<file path="src/rtl/thermal_ctrl_pkg.sv">
`default_nettype none
// ============================================================================
// Module   : thermal_ctrl_pkg
// Brief    : Shared types and constants for the multi-fan thermal controller.
// Revision : 1.0 - initial release
// ============================================================================
package thermal_ctrl_pkg;

    typedef enum logic [2:0] {
        ST_IDLE    = 3'd0,
        ST_CLEAR   = 3'd1,
        ST_CONVERT = 3'd2,
        ST_UPDATE  = 3'd3,
        ST_TIMEOUT = 3'd4
    } ctrl_state_e;

    typedef enum logic [1:0] {
        MODE_AUTO   = 2'd0,
        MODE_FULL   = 2'd1,
        MODE_MANUAL = 2'd2,
        MODE_RSVD   = 2'd3
    } fan_mode_e;

    // Raw ADC code 128 corresponds to 0 deg C.
    localparam logic [7:0] ADC_OFFSET   = 8'd128;
    localparam int         CLEAR_CYCLES = 4;

endpackage : thermal_ctrl_pkg
`default_nettype wire

</file>
<file path="src/rtl/fan_pwm_gen.sv">
`default_nettype none
// ============================================================================
// Module   : fan_pwm_gen
// Brief    : Registered PWM comparator for one fan, phase-shifted on a shared
//            free-running counter.
// Revision : 1.0 - initial release
// ============================================================================
module fan_pwm_gen
    import thermal_ctrl_pkg::*;
#(
    parameter int PWM_BITS = 8,
    parameter int PHASE    = 0
) (
    input  logic                clk50,
    input  logic                rstn,
    input  logic [PWM_BITS-1:0] pwm_cnt,
    input  logic [PWM_BITS-1:0] duty,
    output logic                fan_on
);

    localparam logic [PWM_BITS-1:0] c_phase = PWM_BITS'(PHASE);

    logic [PWM_BITS-1:0] w_phased;
    logic                w_fan_on_d;
    logic                r_fan_on_q;

    // Inclusive compare: all-ones duty never drops, zero duty still gives one pulse.
    always_comb begin
        w_phased   = pwm_cnt + c_phase;
        w_fan_on_d = (w_phased <= duty);
    end

    always_ff @(posedge clk50) begin
        if (!rstn) begin
            r_fan_on_q <= 1'b1;
        end else begin
            r_fan_on_q <= w_fan_on_d;
        end
    end

    assign fan_on = r_fan_on_q;

endmodule : fan_pwm_gen
`default_nettype wire

</file>
<file path="src/rtl/multi_fan_thermal_ctrl.sv">
`default_nettype none
// ============================================================================
// Module   : multi_fan_thermal_ctrl
// Brief    : Periodic temperature sampling, hysteretic fan-speed regulation,
//            alarm/watchdog overrides and staggered multi-fan PWM.
// Revision : 1.0 - initial release
// ============================================================================
module multi_fan_thermal_ctrl
    import thermal_ctrl_pkg::*;
#(
    parameter int NUM_FANS           = 2,
    parameter int PWM_BITS           = 8,
    parameter int SAMPLE_PERIOD_BITS = 20,
    parameter int TARGET_DEGC        = 40,
    parameter int HYST_DEGC          = 2,
    parameter int FAN_MIN            = ('h60 * (2 ** PWM_BITS)) / 256,
    parameter int ALARM_DEGC         = 85,
    parameter int TIMEOUT_BITS       = 16
) (
    input  logic                clk50,
    input  logic                rstn,
    input  logic [1:0]          mode,
    input  logic [PWM_BITS-1:0] manual_speed,
    output logic                sense_ce,
    output logic                sense_clr,
    input  logic                sense_done,
    input  logic [7:0]          sense_adc,
    output logic [7:0]          temperature_degc,
    output logic                sample_valid,
    output logic [PWM_BITS-1:0] fan_speed,
    output logic [NUM_FANS-1:0] fan_on,
    output logic                overtemp,
    output logic                sensor_fault
);

    localparam int                      c_clr_w     = $clog2(CLEAR_CYCLES);
    localparam logic [c_clr_w-1:0]      c_clr_last  = c_clr_w'(CLEAR_CYCLES - 1);
    localparam logic [TIMEOUT_BITS-1:0] c_to_max    = {TIMEOUT_BITS{1'b1}};
    localparam logic [PWM_BITS-1:0]     c_fan_min   = PWM_BITS'(FAN_MIN);
    localparam logic signed [9:0]       c_up_thr    = 10'(TARGET_DEGC + HYST_DEGC);
    localparam logic signed [9:0]       c_dn_thr    = 10'(TARGET_DEGC - HYST_DEGC);
    localparam logic signed [9:0]       c_alarm     = 10'(ALARM_DEGC);
    localparam logic signed [9:0]       c_alarm_clr = 10'(ALARM_DEGC - HYST_DEGC);

    ctrl_state_e                   r_state_q,     w_state_d;
    logic [SAMPLE_PERIOD_BITS-1:0] r_samp_cnt_q,  w_samp_cnt_d;
    logic [c_clr_w-1:0]            r_clr_cnt_q,   w_clr_cnt_d;
    logic [TIMEOUT_BITS-1:0]       r_to_cnt_q,    w_to_cnt_d;
    logic [7:0]                    r_temp_q,      w_temp_d;
    logic                          r_sv_q,        w_sv_d;
    logic [PWM_BITS-1:0]           r_fan_speed_q, w_fan_speed_d;
    logic                          r_overtemp_q,  w_overtemp_d;
    logic                          r_fault_q,     w_fault_d;
    logic [PWM_BITS-1:0]           r_pwm_cnt_q,   w_pwm_cnt_d;

    logic [TIMEOUT_BITS-1:0]       w_to_cnt_inc;
    logic signed [9:0]             w_temp_ext;
    logic [PWM_BITS-1:0]           w_duty;

    always_ff @(posedge clk50) begin
        if (!rstn) begin
            r_state_q     <= ST_IDLE;
            r_samp_cnt_q  <= '0;
            r_clr_cnt_q   <= '0;
            r_to_cnt_q    <= '0;
            r_temp_q      <= 8'hFF;
            r_sv_q        <= 1'b0;
            r_fan_speed_q <= '1;
            r_overtemp_q  <= 1'b0;
            r_fault_q     <= 1'b0;
            r_pwm_cnt_q   <= '0;
        end else begin
            r_state_q     <= w_state_d;
            r_samp_cnt_q  <= w_samp_cnt_d;
            r_clr_cnt_q   <= w_clr_cnt_d;
            r_to_cnt_q    <= w_to_cnt_d;
            r_temp_q      <= w_temp_d;
            r_sv_q        <= w_sv_d;
            r_fan_speed_q <= w_fan_speed_d;
            r_overtemp_q  <= w_overtemp_d;
            r_fault_q     <= w_fault_d;
            r_pwm_cnt_q   <= w_pwm_cnt_d;
        end
    end

    assign w_to_cnt_inc = r_to_cnt_q + 1'b1;

    always_comb begin
        w_state_d = r_state_q;
        case (r_state_q)
            ST_IDLE:    if (r_samp_cnt_q == '0) w_state_d = ST_CLEAR;
            ST_CLEAR:   if (r_clr_cnt_q == c_clr_last) w_state_d = ST_CONVERT;
            ST_CONVERT: begin
                if (sense_done) begin
                    w_state_d = ST_UPDATE;
                end else if (w_to_cnt_inc == c_to_max) begin
                    w_state_d = ST_TIMEOUT;
                end
            end
            ST_UPDATE:  w_state_d = ST_IDLE;
            ST_TIMEOUT: w_state_d = ST_IDLE;
            default:    w_state_d = ST_IDLE;
        endcase
    end

    always_comb begin
        sense_ce  = 1'b0;
        sense_clr = 1'b0;
        case (r_state_q)
            ST_CLEAR: begin
                sense_ce  = 1'b1;
                sense_clr = 1'b1;
            end
            ST_CONVERT: sense_ce = 1'b1;
            default: ;
        endcase
    end

    assign w_temp_ext = {{2{r_temp_q[7]}}, r_temp_q};

    always_comb begin
        w_samp_cnt_d  = r_samp_cnt_q + 1'b1;
        w_pwm_cnt_d   = r_pwm_cnt_q + 1'b1;
        w_clr_cnt_d   = (r_state_q == ST_CLEAR) ? r_clr_cnt_q + 1'b1 : '0;
        w_to_cnt_d    = (r_state_q == ST_CONVERT) ? w_to_cnt_inc : '0;
        w_temp_d      = r_temp_q;
        w_sv_d        = 1'b0;
        w_fault_d     = r_fault_q;
        w_fan_speed_d = r_fan_speed_q;
        w_overtemp_d  = r_overtemp_q;

        if (r_state_q == ST_CONVERT) begin
            if (sense_done) begin
                w_temp_d  = sense_adc - ADC_OFFSET;
                w_sv_d    = 1'b1;
                w_fault_d = 1'b0;
            end else if (w_to_cnt_inc == c_to_max) begin
                w_fault_d = 1'b1;
            end
        end

        // Regulation runs regardless of mode so a return to auto is bumpless.
        if (r_state_q == ST_UPDATE) begin
            if (w_temp_ext > c_up_thr && r_fan_speed_q != '1) begin
                w_fan_speed_d = r_fan_speed_q + 1'b1;
            end else if (w_temp_ext < c_dn_thr && r_fan_speed_q > c_fan_min) begin
                w_fan_speed_d = r_fan_speed_q - 1'b1;
            end
            if (w_temp_ext >= c_alarm) begin
                w_overtemp_d = 1'b1;
            end else if (w_temp_ext < c_alarm_clr) begin
                w_overtemp_d = 1'b0;
            end
        end
    end

    always_comb begin
        w_duty = '1;
        if (!r_overtemp_q && !r_fault_q) begin
            case (fan_mode_e'(mode))
                MODE_AUTO:   w_duty = r_fan_speed_q;
                MODE_MANUAL: w_duty = manual_speed;
                default:     w_duty = '1;
            endcase
        end
    end

    for (genvar i = 0; i < NUM_FANS; i++) begin : g_fan
        fan_pwm_gen #(
            .PWM_BITS (PWM_BITS),
            .PHASE    ((i * (2 ** PWM_BITS)) / NUM_FANS)
        ) u_pwm (
            .clk50   (clk50),
            .rstn    (rstn),
            .pwm_cnt (r_pwm_cnt_q),
            .duty    (w_duty),
            .fan_on  (fan_on[i])
        );
    end

    assign temperature_degc = r_temp_q;
    assign sample_valid     = r_sv_q;
    assign fan_speed        = r_fan_speed_q;
    assign overtemp         = r_overtemp_q;
    assign sensor_fault     = r_fault_q;

endmodule : multi_fan_thermal_ctrl
`default_nettype wire

</file>
<file path="config.mk">
export PLATFORM = sky130hd
export DESIGN_NAME = multi_fan_thermal_ctrl
export DESIGN_NICKNAME = d
export VERILOG_FILES = /design/src/rtl/thermal_ctrl_pkg.sv /design/src/rtl/fan_pwm_gen.sv /design/src/rtl/multi_fan_thermal_ctrl.sv
export SDC_FILE = /design/constraint.sdc
export NUM_CORES = 1
export LEC_CHECK = 0
export BUFFER_PORTS_ARGS = -buffer_cell sky130_fd_sc_hd__buf_2
export CORE_MARGIN = 2
export CORE_UTILIZATION = 40
export DETAILED_ROUTE_END_ITERATION = 10
export PLACE_DENSITY = 0.64
export SETUP_SLACK_MARGIN = 0.4
export SLEW_MARGIN = 0
export SYNTH_ARGS = -nofsm -noshare
export SYNTH_HDL_FRONTEND = slang
export SYNTH_SLANG_ARGS = --single-unit
</file>
<file path="constraint.sdc">
create_clock -name clk50 -period 3.3 [get_ports clk50]
set_clock_uncertainty 0.1 [all_clocks]
set_input_delay 0.66 -clock clk50 [delete_from_list [all_inputs] [get_ports clk50]]
set_output_delay 0.66 -clock clk50 [all_outputs]
set_load 0.02 [all_outputs]
</file>
Word level (Yosys, flattened, before mapping)
Cells that the tools add are included.

cells by class
  add/subtract/negate cells = 8
  magnitude comparators = 7
  eq/ne operators = 10
  multiplexer cells = 16
  reductions and logical operators = 19

operator list
  operator                                                                          number
  8-bit two-way mux                                                                 3
  20-bit by 1-bit adder with 20-bit output (second input constant)                  1
  20-bit logical NOT                                                                1
  16-bit by 1-bit adder with 16-bit output (second input constant)                  1
  8-bit by 1-bit adder with 8-bit output (second input constant)                    2
  16-bit == test (second input constant)                                            1
  8-bit by 7-bit greater-than comparator with 1-bit output (second input constant)  2
  8-bit <= comparator                                                               2
  8-bit case mux with 2 select lines                                                1
  3-bit two-way mux                                                                 4
  2-bit AND reduction                                                               6
  3-bit case mux with 3 select lines                                                1
  8-bit adder (second input constant)                                               1
  8-bit >= comparator (second input constant)                                       1
  8-bit by 7-bit < comparator with 1-bit output (second input constant)             1
  8-bit < comparator (second input constant)                                        1
  8-bit inequality test (second input constant)                                     1
  8-bit by 1-bit subtractor with 8-bit output (second input constant)               1
  8-bit subtractor (second input constant)                                          1
  1-bit two-way mux                                                                 7
  3-bit by 2-bit == test with 1-bit output (second input constant)                  2
  2-bit nonzero test                                                                3
  2-bit == test (second input constant)                                             2
  2-bit inequality test (second input constant)                                     2
  9 further kinds                                                                   12

word-level totals
  flip-flop bits (word level) = 70
  input bits = 21
  output and inout port bits = 23
  logic and storage cells = 72

Longest topological paths before layout
  word-level depth = 5
  gate-level depth with buffers = 10
  depth with buffers taken out = 10

By module
From an unflattened synthesis, not the netlist that was laid out.

unflattened totals
  cell total of the unflattened synthesis = 457
  area total of the unflattened synthesis = 3,982.6 um^2

modules (own cells, without submodules)
  module                        instances  cells each  area an instance (um^2)  sequential area each (um^2)
  multi_fan_thermal_ctrl        1          398         3,503.4                  1,361.3
  fan_pwm_gen (g_fan[1].u_pwm)  1          30          241.5                    20.0
  fan_pwm_gen (g_fan[0].u_pwm)  1          29          237.7                    20.0

Least setup slack after synthesis
Ideal clock, no wire load.

  kind = reg2reg
  from = reg r_temp_q[1], in the netlist temperature_degc[1]
  to = reg r_fan_speed_q[7], in the netlist fan_speed[7]
  setup time = 131 ps
  arrival time = 2,354 ps
  required time = 3,069 ps
  path slack = 715 ps
  cell stages (with the launch flop) = 11
  path buffers = 0
  clock period less this slack = 2,585 ps
  cells stage by stage = dfxtp_1 -> a21oi_1 -> o21ai_0 -> o211ai_4 -> ha_1 -> a21oi_1 -> o211ai_1 -> o41ai_1 -> xnor2_1 -> and3_1 -> o21ai_1

between the ends
  word-level cells in the longest chain between the ends = 4
  elaborated cells between the ends (all ways) = 7
  classes of those cells = 2 x order compare; 1 x mux; 4 x reduce/logical

ends and longest elaborated chain
  what                                                                                                                       RTL line                                                      source
  from (decl)                                                                                                                multi_fan_thermal_ctrl.sv:49                                  logic [7:0] r_temp_q, w_temp_d;
  from (signal assigned)                                                                                                     multi_fan_thermal_ctrl.sv:77                                  r_temp_q <= w_temp_d;
  8-bit by 7-bit greater-than comparator with 1-bit output or 8-bit by 7-bit < comparator with 1-bit output (tied branches)  multi_fan_thermal_ctrl.sv:144, multi_fan_thermal_ctrl.sv:146
  1-bit logical AND, on equally long branches                                                                                multi_fan_thermal_ctrl.sv:144, multi_fan_thermal_ctrl.sv:146
  2-bit nonzero test (no source line)                                                                                        -
  2-bit AND reduction (no source line)                                                                                       -
  to (signal assigned)                                                                                                       multi_fan_thermal_ctrl.sv:79                                  r_fan_speed_q <= w_fan_speed_d;
  to (decl)                                                                                                                  multi_fan_thermal_ctrl.sv:51                                  logic [PWM_BITS-1:0] r_fan_speed_q, w_fan_speed_d;

Parallel ways exist; a longest one is shown, timed or not.
A chain may end at the register's enable or synchronous reset.

Worst setup path in the final report
  from = reg r_fan_speed_q[0], in the netlist fan_speed[0]
  to = reg r_fan_speed_q[7], in the netlist fan_speed[7]

between the ends
  word-level cells in the longest chain between the ends = 4
  elaborated cells between the ends (all ways) = 10
  classes of those cells = 2 x add/sub; 1 x order compare; 1 x eq/ne; 2 x mux; 4 x reduce/logical

ends and longest elaborated chain
  what                                                                                               RTL line
  8-bit by 7-bit greater-than comparator with 1-bit output or 8-bit inequality test (tied branches)  multi_fan_thermal_ctrl.sv:146, multi_fan_thermal_ctrl.sv:144
  1-bit logical AND, on equally long branches                                                        multi_fan_thermal_ctrl.sv:146, multi_fan_thermal_ctrl.sv:144
  2-bit nonzero test (no source line)                                                                -
  2-bit AND reduction (no source line)                                                               -

Parallel ways exist; a longest one is shown, timed or not. The select of a mux whose other input is x is not followed.

==> reports/results.tsv <==
metric	value	unit
drc	0	
grt-ovfl-total	0	
synthDistinctLibCells	59	
ys_ff_latch	70	
htree_levels	3	
critical_path.top_delay_family	compound AO/OA/AOI/OAI gates	
rsz0062_at_grt	false	
seqPwrFrac	51.3	%
hold_buffers	0	
track_usage	16.12	%
drt-initial-drc-count	150	
worstReg2RegStart	fan_speed[0]	
crit_required	3.43	ns
critPathLaunch	fan_speed[0]	
yosysTopAreaCell	dfxtp_1	
synth.most_common_cell	dfxtp_1	
clock_path_buffers	2	
ir_drop	0.0002060	V
synth-main-ff-cell	dfxtp_1	
min_period	2.616	ns
worstHoldEndpoint	r_clr_cnt_q[0]	
finalSetupViolations	0	
r2r_cells	9	
critical_path.cell_chain	nand4_1 > o211ai_4 > ha_1 > a21oi_1 > o211ai_1 > o41ai_1 > xnor2_1 > and3_1 > o21ai_1	
die_area	10200	um2
power.switching	0.4644	mW
vias	3113	
start_util	40.94	%
seq_area_frac_synth	37.22	%
holdCritStartpoint	r_clr_cnt_q[0]	
worst-path-buf-inv	0	
yosys_warnings	0	
path_clk_slew	0.08	ns
crit_arrival	2.75	ns
die_width	101.0	um
cts.sinks	70	
p_leak	1.694	nW
internal_power	1.273	mW
start_kind	flip-flop	
switching_share	26.72	%
critPathKind	flip-flop to flip-flop	
setup.worst_path.end_class	flip-flop	
cts_buffers	9	
post-synth-top-area-fraction	37.22	%
dr.pass1.iters	4	
relSlewSlack	52.41	%
synth_common_cells	dfxtp_1, nand2_1, nor2_1	
area_delta_synth_final	13.26	%
slew_violations	0	
grt_pass1_vias	2917	
rr_endpoint	fan_speed[7]	
period_share	79.26	%
antenna_found_initial	0	
postRouteAntennaNets	0	
final_nets	522	
status	finished, final reports clean	
core_area	9196	um2
dp.cells	577	
drive_above_1_share	14.46	%
gp_congestion	0.8213	
synth-edff-count	0	
vias_per_cell	5.232	
crit_path_max_fanout	8	
p_comb_share	10.1	%
die_h	101.0	um
worst_pin_slew	0.7123	ns
port-buffer-count	43	
fill_cells	892	
grt_first_pass_wirelength	13.27	mm
dpl.hpwl	5.534	mm
fmax	0.3823	GHz
synth_area	3765	um2
p_per_area	407.5	nW/um2
critPathMaxStageDelay	0.48	ns
worst_path_max_delay_cell	dfxtp_1	
maxCapViolCount	0	
core.rowCount	35	
synthCells	437	
clk_latency	0.34	ns
grt_start_max_net_pins	37	
multi_input_area	2235	um2
wirelength	7.626	mm
cts_tree	built	
regArea	1401	um2
hold_viol	0	
p_clk_share	38.6	%
ys_async_sr_fraction	0	%
cts-root-buf	clkbuf_8	
diodes	0	
tns	0	ns
hp-class	flip-flop to flip-flop	
avgRoutedWirePerCell	12.82	um
avgSynthCellArea	8.615	um2
worstHoldPathCells	1	
layoutNonFillerInstCount	595	
reg2reg_slack	0.68	ns
yosys-top-cells-area	dfxtp_1, ha_1, xnor2_1	
ios	44	
synth_nets	480	
cell type report:
cell class,instances,area share (%)
Multi-Input combinational cell,337,52.41
Sequential cell,70,32.86
Timing Repair Buffer,46,5.575
Clock buffer,12,3.873
Tap cell,111,3.257
Inverter,15,1.320
Clock inverter,4,0.7042
sequential cells by signal, indices dropped and copies added, names as in the netlist:
signal / count
sample_valid: 1
overtemp: 1
r_clr_cnt_q: 2
temperature_degc: 8
fan_speed: 8
r_samp_cnt_q: 20
r_state_q: 3
g_fan.u_pwm.fan_on: 2
sensor_fault: 1
r_pwm_cnt_q: 8
r_to_cnt_q: 16
worst max path at each step:
stage | to | cells past startpoint
2_1_floorplan | fan_speed[7] | 10
4_1_cts | fan_speed[7] | 9
6_report | fan_speed[7] | 9
3_3_place_gp | g_fan[0].u_pwm.fan_on | 10
5_1_grt | fan_speed[7] | 9
3_5_place_dp | g_fan[0].u_pwm.fan_on | 10
metrics by stage:
| step | power [mW] | setup slack, ns | hold slack [ns] | cell area [um2] | utilization [%] |
|---|---|---|---|---|---|
| 2_1_floorplan | 1.029 | 0.7148 | 0.2968 | 3765 | - |
| 3_3_place_gp | 1.084 | 0.5884 | 0.3043 | 4054 | 44.08 |
| 3_5_place_dp | 1.088 | 0.4999 | 0.3132 | 4054 | 44.08 |
| 4_1_cts | 1.764 | 0.6190 | 0.3295 | 4249 | 46.20 |
| 5_1_grt | 1.837 | 0.4539 | 0.3637 | 4264 | 46.37 |
| 6_report | 1.738 | 0.6844 | 0.3322 | 4264 | 46.37 |
repair_timing:
| action | CTS | global route |
|---|---|---|
| gates resized for setup | 0 | 1 |
| setup endpoints to repair | 0 | 1 |
| setup buffers | 0 | 2 |
layer usage:
layer | vias up | global-route usage [%] | wire (um)
met1 | 1433 | 20.41 | 3630
met2 | 48 | 25.95 | 3540
met5 | - | 0 | 0
met3 | 13 | 4.785 | 278
met4 | 0 | 6.029 | 176
li1 | 1619 | - | -
placed cells by master (no fill, tap or decap), drive strengths merged, types with 2 or more instances in the layout:
cell type  count
or3            4
nand2         47
clkinv         3
dfxtp         70
and3          10
xor2          18
a211oi         9
nor2          31
o31ai          2
a31oi          2
buf           46
o311ai         2
nand2b         2
nand4         15
ha            21
nor3b          2
mux2i          4
nor4           6
o21a           2
inv           15
xnor2         23
and2          27
nand3b         2
o21ai         11
a211o          2
a21o           2
clkbuf        12
nor3           4
a21oi         13
o22ai          2
nor4b          3
a21boi         4
nand3         29
nor2b         17
o211ai         5
cell families after synthesis:
family | after synthesis | synth area share, %
simple gates | 206 | 29.08
xor+xnor | 41 | 9.538
mux | 5 | 1.363
fa+ha+maj | 22 | 7.511
flops | 70 | 37.22
compound gates | 63 | 11.86
buf+inv | 30 | 3.423
power groups by stage:
stage | clock (mW) | sequential (mW) | combinational [mW]
4_1_cts | 0.696 | 0.892 | 0.176
2_1_floorplan | 0 | 0.915 | 0.114
5_1_grt | 0.742 | 0.897 | 0.199
3_5_place_dp | 0 | 0.912 | 0.175
3_3_place_gp | 0 | 0.911 | 0.173
6_report | 0.671 | 0.892 | 0.175
Note: power is estimated with default switching activity, not from simulation.
